<file path="src/rtl/axi_lite_master.sv">
// AXI4-Lite master that carries one local command at a time onto the AXI4-Lite
// read or write channels and returns a single response, with an optional timeout.
module axi_lite_master #(
    parameter int unsigned TIMEOUT_CYCLES = 1024
) (
    input  logic        aclk,
    input  logic        aresetn,

    input  logic        cmd_valid,
    output logic        CMD_READY,
    input  logic        cmd_write,
    input  logic [31:0] cmd_addr,
    input  logic [31:0] cmd_wdata,
    input  logic [3:0]  cmd_wstrb,

    output logic        RSP_VALID,
    input  logic        rsp_ready,
    output logic [31:0] RSP_DATA,
    output logic [1:0]  RSP_RESP,
    output logic        RSP_TIMEOUT,

    output logic [31:0] AW_ADDR,
    output logic        AW_VALID,
    input  logic        aw_ready,
    output logic [31:0] W_DATA,
    output logic [3:0]  W_STRB,
    output logic        W_VALID,
    input  logic        w_ready,
    input  logic [1:0]  b_resp,
    input  logic        b_valid,
    output logic        B_READY,
    output logic [31:0] AR_ADDR,
    output logic        AR_VALID,
    input  logic        ar_ready,
    input  logic [31:0] r_data,
    input  logic [1:0]  r_resp,
    input  logic        r_valid,
    output logic        R_READY
);

    typedef enum logic [2:0] {
        IDLE    = 3'd0,
        WR_REQ  = 3'd1,
        WR_RESP = 3'd2,
        RD_REQ  = 3'd3,
        RD_DATA = 3'd4,
        RESP    = 3'd5
    } state_e;

    state_e      state_q;
    logic        cmd_ready_q;
    logic [31:0] addr_q;
    logic [31:0] wdata_q;
    logic [3:0]  wstrb_q;
    logic        aw_valid_q;
    logic        w_valid_q;
    logic        b_ready_q;
    logic        ar_valid_q;
    logic        r_ready_q;
    logic        rsp_valid_q;
    logic [31:0] rsp_data_q;
    logic [1:0]  rsp_resp_q;
    logic        rsp_timeout_q;
    logic [31:0] cnt_q;

    logic        aw_hs;
    logic        w_hs;
    logic        b_hs;
    logic        ar_hs;
    logic        r_hs;
    logic        wr_req_done;
    logic        busy;
    logic        complete;
    logic        timeout_hit;
    logic        abort;
    logic [31:0] cnt_d;

    // NOTE: every variable gets a value on every path through always_comb, so no latch is inferred.
    always_comb begin
        aw_hs       = aw_valid_q && aw_ready;
        w_hs        = w_valid_q && w_ready;
        b_hs        = b_ready_q && b_valid;
        ar_hs       = ar_valid_q && ar_ready;
        r_hs        = r_ready_q && r_valid;
        // A write channel is finished once its VALID has dropped or it handshakes now.
        wr_req_done = (!aw_valid_q || aw_hs) && (!w_valid_q || w_hs);
        busy        = (state_q == WR_REQ) || (state_q == WR_RESP) ||
                      (state_q == RD_REQ) || (state_q == RD_DATA);
        complete    = b_hs || r_hs;
        // cnt_d counts busy cycles including the current one; the budget is spent when it hits the limit.
        cnt_d       = (cnt_q == '1) ? cnt_q : cnt_q + 32'd1;
        timeout_hit = (TIMEOUT_CYCLES != 32'd0) && (cnt_d >= TIMEOUT_CYCLES);
        abort       = busy && !complete && timeout_hit;
    end

    // NOTE: sequential state uses non-blocking assignments so all registers update from pre-edge values.
    always_ff @(posedge aclk or negedge aresetn) begin
        if (!aresetn) begin
            state_q       <= IDLE;
            cmd_ready_q   <= 1'b1;
            addr_q        <= '0;
            wdata_q       <= '0;
            wstrb_q       <= '0;
            aw_valid_q    <= 1'b0;
            w_valid_q     <= 1'b0;
            b_ready_q     <= 1'b0;
            ar_valid_q    <= 1'b0;
            r_ready_q     <= 1'b0;
            rsp_valid_q   <= 1'b0;
            rsp_data_q    <= '0;
            rsp_resp_q    <= '0;
            rsp_timeout_q <= 1'b0;
            cnt_q         <= '0;
        end else begin
            case (state_q)
                IDLE: begin
                    if (cmd_valid) begin
                        cmd_ready_q <= 1'b0;
                        cnt_q       <= '0;
                        addr_q      <= cmd_addr;
                        wdata_q     <= cmd_wdata;
                        wstrb_q     <= cmd_wstrb;
                        if (cmd_write) begin
                            aw_valid_q <= 1'b1;
                            w_valid_q  <= 1'b1;
                            state_q    <= WR_REQ;
                        end else begin
                            ar_valid_q <= 1'b1;
                            state_q    <= RD_REQ;
                        end
                    end
                end

                WR_REQ: begin
                    if (aw_hs) begin
                        aw_valid_q <= 1'b0;
                    end
                    if (w_hs) begin
                        w_valid_q <= 1'b0;
                    end
                    if (wr_req_done) begin
                        b_ready_q <= 1'b1;
                        state_q   <= WR_RESP;
                    end
                end

                WR_RESP: begin
                    if (b_hs) begin
                        b_ready_q     <= 1'b0;
                        rsp_valid_q   <= 1'b1;
                        rsp_data_q    <= '0;
                        rsp_resp_q    <= b_resp;
                        rsp_timeout_q <= 1'b0;
                        state_q       <= RESP;
                    end
                end

                RD_REQ: begin
                    if (ar_hs) begin
                        ar_valid_q <= 1'b0;
                        r_ready_q  <= 1'b1;
                        state_q    <= RD_DATA;
                    end
                end

                RD_DATA: begin
                    if (r_hs) begin
                        r_ready_q     <= 1'b0;
                        rsp_valid_q   <= 1'b1;
                        rsp_data_q    <= r_data;
                        rsp_resp_q    <= r_resp;
                        rsp_timeout_q <= 1'b0;
                        state_q       <= RESP;
                    end
                end

                RESP: begin
                    if (rsp_ready) begin
                        rsp_valid_q <= 1'b0;
                        cmd_ready_q <= 1'b1;
                        state_q     <= IDLE;
                    end
                end

                default: begin
                    state_q     <= IDLE;
                    cmd_ready_q <= 1'b1;
                    rsp_valid_q <= 1'b0;
                end
            endcase

            if (busy) begin
                cnt_q <= cnt_d;
            end

            // Abort overrides whatever the state arm scheduled for this edge.
            if (abort) begin
                aw_valid_q    <= 1'b0;
                w_valid_q     <= 1'b0;
                b_ready_q     <= 1'b0;
                ar_valid_q    <= 1'b0;
                r_ready_q     <= 1'b0;
                rsp_valid_q   <= 1'b1;
                rsp_data_q    <= '0;
                rsp_resp_q    <= 2'b10;
                rsp_timeout_q <= 1'b1;
                state_q       <= RESP;
            end
        end
    end

    assign CMD_READY   = cmd_ready_q;
    assign RSP_VALID   = rsp_valid_q;
    assign RSP_DATA    = rsp_data_q;
    assign RSP_RESP    = rsp_resp_q;
    assign RSP_TIMEOUT = rsp_timeout_q;
    assign AW_ADDR     = addr_q;
    assign AW_VALID    = aw_valid_q;
    assign W_DATA      = wdata_q;
    assign W_STRB      = wstrb_q;
    assign W_VALID     = w_valid_q;
    assign B_READY     = b_ready_q;
    assign AR_ADDR     = addr_q;
    assign AR_VALID    = ar_valid_q;
    assign R_READY     = r_ready_q;

endmodule
</file>
<file path="config.mk">
export PLATFORM = sky130hd
export DESIGN_NAME = axi_lite_master
export DESIGN_NICKNAME = d
export VERILOG_FILES = /design/src/rtl/axi_lite_master.sv
export SDC_FILE = /design/constraint.sdc
export NUM_CORES = 1
export LEC_CHECK = 0
export CORE_MARGIN = 4
export CORE_UTILIZATION = 48
export CTS_BUF_LIST = sky130_fd_sc_hd__clkbuf_4 sky130_fd_sc_hd__clkbuf_8
export CTS_CLUSTER_DIAMETER = 150
export DETAILED_ROUTE_END_ITERATION = 8
export GPL_TIMING_DRIVEN = 0
export PLACE_DENSITY = 0.82
export SLEW_MARGIN = 40
export SYNTH_ARGS = -nofsm -noshare
export SYNTH_HDL_FRONTEND = slang
export SYNTH_SLANG_ARGS = --single-unit
export TNS_END_PERCENT = 1
</file>
<file path="constraint.sdc">
create_clock -name aclk -period 4.68 [get_ports aclk]
set_input_delay 0.936 -clock aclk [delete_from_list [all_inputs] [get_ports aclk]]
set_output_delay 0.936 -clock aclk [all_outputs]
set_load 0.01 [all_outputs]
</file>
==> summary.md, run 1 <==
| Metric | Value |
|---|---|
| Root Buffer | `clkbuf_8` |
| Die Width | `133 um` |
| Non-Filler Instances | `1,268` |
| RR Startpoint | `cnt_q[25]` |
| Synth async-reset ratio | `100%` |
| DRT iter0 DRCs | `559` |
| Slew HR | `41.9%` |
| Final Hold Fails | `0` |
| Ys flop type | `dfrtp_1` |
| Total I/O pin count | `256` |
| P_leak | `4.75 nW` |
| Final setup violation count | `0` |
| Port-buffer cells | `255` |
| Die area | `17,800 um2` |
| Final slew viol count | `0` |
| Number of vias in the routed layout | `7,278` |
| Clock Latency Late Sink | `0.45 ns` |
| Yosys cell types | `57` |
| DRT Wirelength | `24,700 um` |
| Skew final | `0.0136 ns` |
| Initial core utilization | `49.3%` |
| Synth warn | `0` |
| CTS tree | `done` |
| First-pass DRT Iterations | `8` |
| First-pass GRT wire length | `39,300 um` |
| Post-route ant nets | `0` |
| Post-Syn Area | `7550 um2` |
| Critical path arrival | `3.94 ns` |
| Sequential-to-total area share from yosys stat | `48.1%` |
| WP data required | `5.04 ns` |
| Fin crit share | `76.5%` |
| Max Fanout on Critical Path | `10` |
| Syn Area/Cell | `9.86 um2` |
| RSZ-0062 raised after global routing | `false` |
| Element type at the critical path start | `flip-flop` |
| Placed cells | `1,233` |
| HP Class | `primary input to asynchronous set/reset pin` |
| Share of cells above drive strength 1 | `15.0%` |
| Setup Fix Bufs, Post-CTS | `0` |
| R2R cell count | `10` |
| WHS | `0.439 ns` |
| Post-route DRC | `0` |
| Routability congestion estimate | `0.974` |
| H-tree Lvls | `4` |
| NumNets Final | `1,156` |
| Core area | `15,300 um2` |
| Critical path capture point type | `flip-flop` |
| Max Fclk | `279 MHz` |
| Top area cells in the synthesized netlist | `dfrtp_1, mux2_2, o21ai_0` |
| Critical Path Source | `cnt_q[25]` |
| Die Y | `133 um` |
| CTS Buf Count | `17` |
| Worst Tran Pin Value | `0.865 ns` |
| Vias in the first global route | `6,924` |
| R2R setup slack | `1.10 ns` |
| Avg WL per Cell | `19.5 um` |
| Number of synthesized register bits | `145` |
| Hold_buf cts | `0` |
| Post-Syn Nets | `881` |
| Type of the worst setup path | `flip-flop to flip-flop` |
| Pin count of the biggest net entering global routing | `74` |
| Max Cap Viol | `0` |
| Clk sinks | `145` |
| Post-Syn Instances | `766` |
| Syn-to-layout area delta | `43.4%` |
| Dominant cell type by area after synthesis | `dfrtp_1` |
| Crit Reg-Reg Endpoint | `RSP_DATA[23]` |
| Clk pin slew, worst setup/hold paths | `0.09 ns` |
| Clock tree buffer depth | `2` |
| Final min period | `3.58 ns` |
| Vias per cell | `5.74` |
| Detail Placement HPWL | `18,000 um` |
| Share of the synthesized area in the top cell type | `47.7%` |
| Power Dens Cells | `590 nW/um2` |
| VDD IR max | `274 uV` |
| Initial antenna violation count | `2` |
| Worst setup path endpoint | `RSP_DATA[23]` |
| GRT Total Usage | `27.8%` |
| Post-cts repair resize count | `0` |
| Status | `completed` |
| Number of synthesized flops with an enable pin | `0` |
| Row count | `45` |
| Total gr overflow | `0` |
[power breakdown]
group / leakage, nW / total (W) / internal, W / switching, W
Sequential: 1.68 / 0.00200 / 0.00169 / 0.000312
Clock: 0.202 / 0.00102 / 0.000525 / 0.000497
Combinational: 2.87 / 0.00337 / 0.00187 / 0.00150
[final cells by class]
| type | instances | area, um2 |
|---|---|---|
| multi-input combinational | 529 | 3450 |
| timing repair buffer | 256 | 2580 |
| sequential | 145 | 3630 |
| buffer | 87 | 472 |
| clock buffer | 21 | 283 |
| tap | 211 | 264 |
| clock inverter | 11 | 128 |
| fill | 1170 | 4480 |
| antenna | 3 | 7.51 |
| inverter | 5 | 18.8 |
[layout by cell type, fill, tap and decap left out, drive strengths merged, types with 6 or more instances in the layout]
| cell type | netlist | routed |
|---|---|---|
| inv | 5 | 7 |
| xor2 | 6 | 6 |
| clkdlybuf4s50 | 0 | 254 |
| or4 | 7 | 7 |
| nand3 | 61 | 61 |
| nor3 | 7 | 7 |
| clkbuf | 43 | 64 |
| a21oi | 32 | 32 |
| o21ai | 84 | 84 |
| a211oi | 8 | 8 |
| and3 | 10 | 10 |
| mux2 | 70 | 70 |
| nand4 | 15 | 15 |
| a22o | 33 | 33 |
| nand2 | 69 | 69 |
| buf | 44 | 46 |
| dfrtp | 144 | 144 |
| a31oi | 6 | 6 |
| nor2 | 48 | 48 |
| o31ai | 10 | 10 |
[Yosys cell counts (13+ instances only)]
cell	instances
a21oi_1	31
a22o_1	33
buf_4	34
clkbuf_1	41
dfrtp_1	144
mux2_2	70
nand2_1	69
nand3_1	61
nand4_1	14
nor2_1	48
o21ai_0	71
o21ai_1	13
[cell families after synthesis]
logic type	Yosys count	share of synthesized area, %
flops	145	48.1
fa+ha+maj	1	0.166
xor+xnor	10	1.16
simple gates	240	15.3
compound gates	203	17.7
mux	75	11.1
buf+inv	92	6.49
[metal layers]
metal  vias up  share of wire, %  track usage, %
met1      3545                41            37.0
met5         -                 0               0
met3        49               6.9            5.82
li1       3328                 -               -
met2       356                50            45.1
met4         0               2.7            10.1
[sequential cells by signal, indices dropped and copies added, names as in the netlist, 2 cells and up]
register  count
W_DATA       32
cnt_q        32
W_STRB        4
state_q       3
RSP_RESP      2
AR_ADDR      32
RSP_DATA     32
[worst max-delay path, stage by stage (launching register included)]
cell and delay [ns]:
dfrtp_1 0.33, clkbuf_1 0.37, nand4_1 0.26, or4_4 0.52, o311a_4 0.39, a311oi_2 0.31, o2111ai_1 0.13, or4_1 0.51
buf_2 0.20, clkbuf_1 0.22, o21ai_0 0.25
[per-stage QoR]
| step | setup slack, ns | instance area (um2) | power, W | util, % | TNS, ns |
|---|---|---|---|---|---|
| global placement | -3.20 | 10400 | 0.00524 | 67.7 | -459.29 |
| global route | 0.728 | 10800 | 0.00677 | 70.7 | 0 |
| finish | 1.10 | 10800 | 0.00639 | 70.7 | 0 |
| floorplan | 1.60 | 7550 | 0.00369 | - | 0 |
| CTS | 1.05 | 10800 | 0.00641 | 70.6 | 0 |
| detailed placement | 1.07 | 10400 | 0.00534 | 68.0 | 0 |
[worst min-delay path by stage]
stage / slack [ns] / startpoint / to / cells past startpoint
floorplan: 0.46 / cnt_q[6] / cnt_q[6] / 1
global placement: 0.49 / CMD_READY / CMD_READY / 2
detailed placement: 0.49 / W_DATA[26] / W_DATA[26] / 1
CTS: 0.45 / aresetn / AR_ADDR[20] / 1
global route: 0.47 / aresetn / W_DATA[26] / 1
finish: 0.44 / aresetn / W_DATA[26] / 1
Note: power is estimated with default switching activity, not from simulation.
==> run 2, diff against run 1 <==
--- a/config.mk
+++ b/config.mk
@@ -6,12 +6,12 @@
 export NUM_CORES = 1
 export LEC_CHECK = 0
 export CORE_MARGIN = 4
-export CORE_UTILIZATION = 48
+export CORE_UTILIZATION = 47
 export CTS_BUF_LIST = sky130_fd_sc_hd__clkbuf_4 sky130_fd_sc_hd__clkbuf_8
 export CTS_CLUSTER_DIAMETER = 150
 export DETAILED_ROUTE_END_ITERATION = 8
 export GPL_TIMING_DRIVEN = 0
-export PLACE_DENSITY = 0.82
+export PLACE_DENSITY = 0.8
 export SLEW_MARGIN = 40
 export SYNTH_ARGS = -nofsm -noshare
 export SYNTH_HDL_FRONTEND = slang
==> constraint.sdc (replaced) <==
create_clock -name aclk -period 3.59 [get_ports aclk]
set_input_delay 0.718 -clock aclk [delete_from_list [all_inputs] [get_ports aclk]]
set_output_delay 0.718 -clock aclk [all_outputs]
set_load 0.01 [all_outputs]
==> run 2 against run 1 <==
  * Sequential share of layout area down 0.55 points
  * Hold slack worse by 0.40 ns
  * First-iteration DRC count is 3.4% higher
  * Via count down 0.54%
  * Sequential power up 29%
  * Largest cell class unchanged
  * Power up 34%
  * Utilization fell by 1.1 points
  * Critical path type unchanged
  * Combinational power rose by 30%
  * Die area up 2.0%
  * Highest routed layer unchanged
  * Register-to-register slack worse by 0.99 ns
==> summary.md, run 2 (synthesis gave the netlist of run 1 again) <==
| Metric | Value |
|---|---|
| Crit Reg-Reg Endpoint | `state_q[0]` |
| Vias per cell | `5.67 (-1.2%)` |
| Clk pin slew, worst setup/hold paths | `0.09 ns (about the same)` |
| Placed cells | `1,239 (+0.49%)` |
| Pin count of the biggest net entering global routing | `72 (-2.7%)` |
| Detail Placement HPWL | `17,500 um (-3.0%)` |
| Worst Tran Pin Value | `0.755 ns (-0.110 ns)` |
| Antenna Cells | `0 (-3)` |
| Die area | `18,200 um2 (+2.0%)` |
| RR Startpoint | `cnt_q[25]` |
| Critical path capture point type | `flip-flop` |
| Power Dens Cells | `775 nW/um2 (+31%)` |
| Fin crit share | `97.0% (+20 points)` |
| Sw frac | `34.8% (-1.3 points)` |
| Root Buffer | `clkbuf_8` |
| Commonest non-fill, non-tap cells in the layout | `clkdlybuf4s50_1, dfrtp_1, o21ai_0, mux2_2, nand2_1` |
| Comb pwr share | `51.2% (-1.5 points)` |
| Hold_buf cts | `0 (unchanged)` |
| Final min period | `3.48 ns (-0.0978 ns)` |
| DRT Wirelength | `23,700 um (-4.2%)` |
| R2R cell count | `9 (-1)` |
| Row count | `46 (+2.2%)` |
| Cells along the critical path | `nand4_1 -> or4_4 -> o311a_4 -> a311oi_2 -> o2111ai_1 -> or4_1 -> buf_2 -> buf_6 -> a211o_1` |
| Non-Filler Instances | `1,276 (+0.63%)` |
| Skew final | `0.0108 ns (-0.00281 ns)` |
| Clk sinks | `145 (unchanged)` |
| Number of vias in the routed layout | `7,239 (-0.54%)` |
| Final slew viol count | `0 (unchanged)` |
| Post-route ant nets | `0 (unchanged)` |
| WP data required | `3.94 ns (-1.10 ns)` |
| Status | `completed` |
| Max Fanout on Critical Path | `10 (unchanged)` |
| Die Width | `135 um (+0.99%)` |
| Initial core utilization | `47.7% (-1.6 points)` |
| CTS Buf Count | `17 (unchanged)` |
| NumNets Final | `1,162 (+0.52%)` |
| Clock tree buffer depth | `2 (unchanged)` |
| HP Class | `primary input to asynchronous set/reset pin` |
| Port-buffer cells | `255 (unchanged)` |
| Routability congestion estimate | `0.887 (-8.9%)` |
| Element type at the critical path start | `flip-flop` |
| Initial antenna violation count | `0 (-2)` |
| CP max stage delay | `0.59 ns (+0.07 ns)` |
| Vias in the first global route | `7,037 (+1.6%)` |
| Commonest non-fill, non-tap cell in the layout | `clkdlybuf4s50_1` |
| Total I/O pin count | `256 (unchanged)` |
| Power Total | `0.00854 W (+34%)` |
| GRT Total Usage | `25.5% (-2.3 points)` |
| Post-route DRC | `0 (unchanged)` |
| H-tree Lvls | `4 (unchanged)` |
| Max Fclk | `287 MHz (+2.8%)` |
| Share of cells above drive strength 1 | `16.4% (+1.4 points)` |
| Critical path arrival | `3.83 ns (-0.11 ns)` |
| Max Cap Viol | `0 (unchanged)` |
| Avg WL per Cell | `18.6 um (-4.8%)` |
| Type of the worst setup path | `flip-flop to flip-flop` |
| Clock Latency Late Sink | `0.46 ns (about the same)` |
| CTS tree | `done` |
| Share of power burned in registers | `30.2% (-1.1 points)` |
| Die Y | `135 um (+0.99%)` |
| Core area | `15,800 um2 (+3.3%)` |
| Critical Path Slowest Stage Cell | `dfrtp_1` |
| First-pass GRT wire length | `36,900 um (-6.1%)` |
| P_leak | `4.84 nW (+1.9%)` |
| DRT iter0 DRCs | `578 (+3.4%)` |
| RSZ-0062 raised after global routing | `true` |
| VDD IR max | `356 uV (+30%)` |
| Final Hold Fails | `0 (unchanged)` |
| Syn-to-layout area delta | `45.9%` |
| Net Sw Power | `0.00297 W (+29%)` |
| Slew HR | `48.4% (+6.4 points)` |
| Final setup violation count | `0 (unchanged)` |
| Total gr overflow | `0 (unchanged)` |
| First-pass DRT Iterations | `5 (-3)` |
| Pint | `0.00557 W (+36%)` |
| Power share of the clock group | `18.6% (+2.6 points)` |
| R2R setup slack | `0.11 ns (-0.99 ns)` |
==> run 2: changes by cell type in the layout (fill, tap and decap cells not counted), sizes merged <==
cell    change
clkbuf      -3
clkinv      -3
bufinv      +4
diode       -3
buf         +8
==> run 2: critical path, delay by kind of cell (launching register included) <==
family / cells / cell delay (ns)
AND/OR/NAND/NOR: 3 / 1.30
AO/OA/AOI/OAI: 4 / 1.10
buffers and inverters: 2 / 0.37
flip-flops: 1 / 0.59
==> run 2: layout make-up <==
class	count	area, um2
plain buffers	85	467
multi-input cells	529	3480
fillers	1184	4810
clock inverters	12	229
repair buffers	264	2670
well taps	216	270
inverters	5	18.8
flip-flops and latches	145	3630
clock buffers	20	256
==> run 2: what timing repair did <==
item	CTS	global route
pin swaps	0	2
setup buffers	0	7
gates cloned	0	0
endpoints found under the setup margin	1	44
hold endpoints to repair	0	0
gates resized for setup	1	13
==> run 2: how the worst max path moves through the flow <==
stage	startpoint	end	slack [ns]
2_1_floorplan	cnt_q[19]	state_q[0]	0.51
3_3_place_gp	aresetn	W_DATA[10]	-4.15
3_5_place_dp	cnt_q[20]	state_q[0]	0.02
4_1_cts	cnt_q[8]	state_q[0]	0.005
5_1_grt	cnt_q[14]	RSP_DATA[24]	-0.004
6_report	cnt_q[25]	state_q[0]	0.11
==> run 2: power by group through the flow <==
stage,Sequential [W],Combinational (W),Clock [W]
2_1_floorplan,0.00280,0.00201,0
3_3_place_gp,0.00257,0.00425,0
3_5_place_dp,0.00261,0.00436,0
4_1_cts,0.00258,0.00438,0.00162
5_1_grt,0.00267,0.00471,0.00168
6_report,0.00258,0.00437,0.00159
==> run 2: routing by layer <==
metal	part of all wire, %	vias up	routed length [um]	global-route usage, %
li1	-	3345	-	-
met1	41	3514	9680	32.2
met2	49	333	11500	42.3
met5	0	-	0	0
met4	2.7	0	637	9.11
met3	7.9	47	1870	7.04
==> run 2: per-stage QoR <==
step | setup slack (ns) | instance area, um2 | TNS, ns | util, % | hold WS (ns)
2_1_floorplan | 0.513 | 7550 | 0 | - | 0.422
3_3_place_gp | -4.15 | 10400 | -602.82 | 65.5 | 0.481
3_5_place_dp | 0.0183 | 10400 | 0 | 65.9 | 0.490
4_1_cts | 0.00454 | 10900 | 0 | 69.0 | 0.0178
5_1_grt | -0.00377 | 11000 | -0.00377 | 69.6 | 0.0144
6_report | 0.109 | 11000 | 0 | 69.6 | 0.0386
==> run 3, diff against run 2 <==
--- a/config.mk
+++ b/config.mk
@@ -6,12 +6,12 @@
 export NUM_CORES = 1
 export LEC_CHECK = 0
 export CORE_MARGIN = 4
-export CORE_UTILIZATION = 47
+export CORE_UTILIZATION = 48
 export CTS_BUF_LIST = sky130_fd_sc_hd__clkbuf_4 sky130_fd_sc_hd__clkbuf_8
 export CTS_CLUSTER_DIAMETER = 150
 export DETAILED_ROUTE_END_ITERATION = 8
 export GPL_TIMING_DRIVEN = 0
-export PLACE_DENSITY = 0.8
+export PLACE_DENSITY = 0.82
 export SLEW_MARGIN = 40
 export SYNTH_ARGS = -nofsm -noshare
 export SYNTH_HDL_FRONTEND = slang
==> constraint.sdc (replaced) <==
create_clock -name aclk -period 4.5 [get_ports aclk]
set_input_delay 0.9 -clock aclk [delete_from_list [all_inputs] [get_ports aclk]]
set_output_delay 0.9 -clock aclk [all_outputs]
set_load 0.01 [all_outputs]
==> results of run 3 <==
Same layout as run 1 (identical final DEF). Status: completed.
Main changes from that run: setup slack after placement 1.07 ns -> 0.886 ns; setup slack after layout 1.10 ns -> 0.921 ns; hold slack 0.439 ns -> 0.403 ns; register-to-register setup slack 1.10 ns -> 0.92 ns; total power 0.00639 W -> 0.00665 W; worst IR drop on VDD 274 uV -> 285 uV
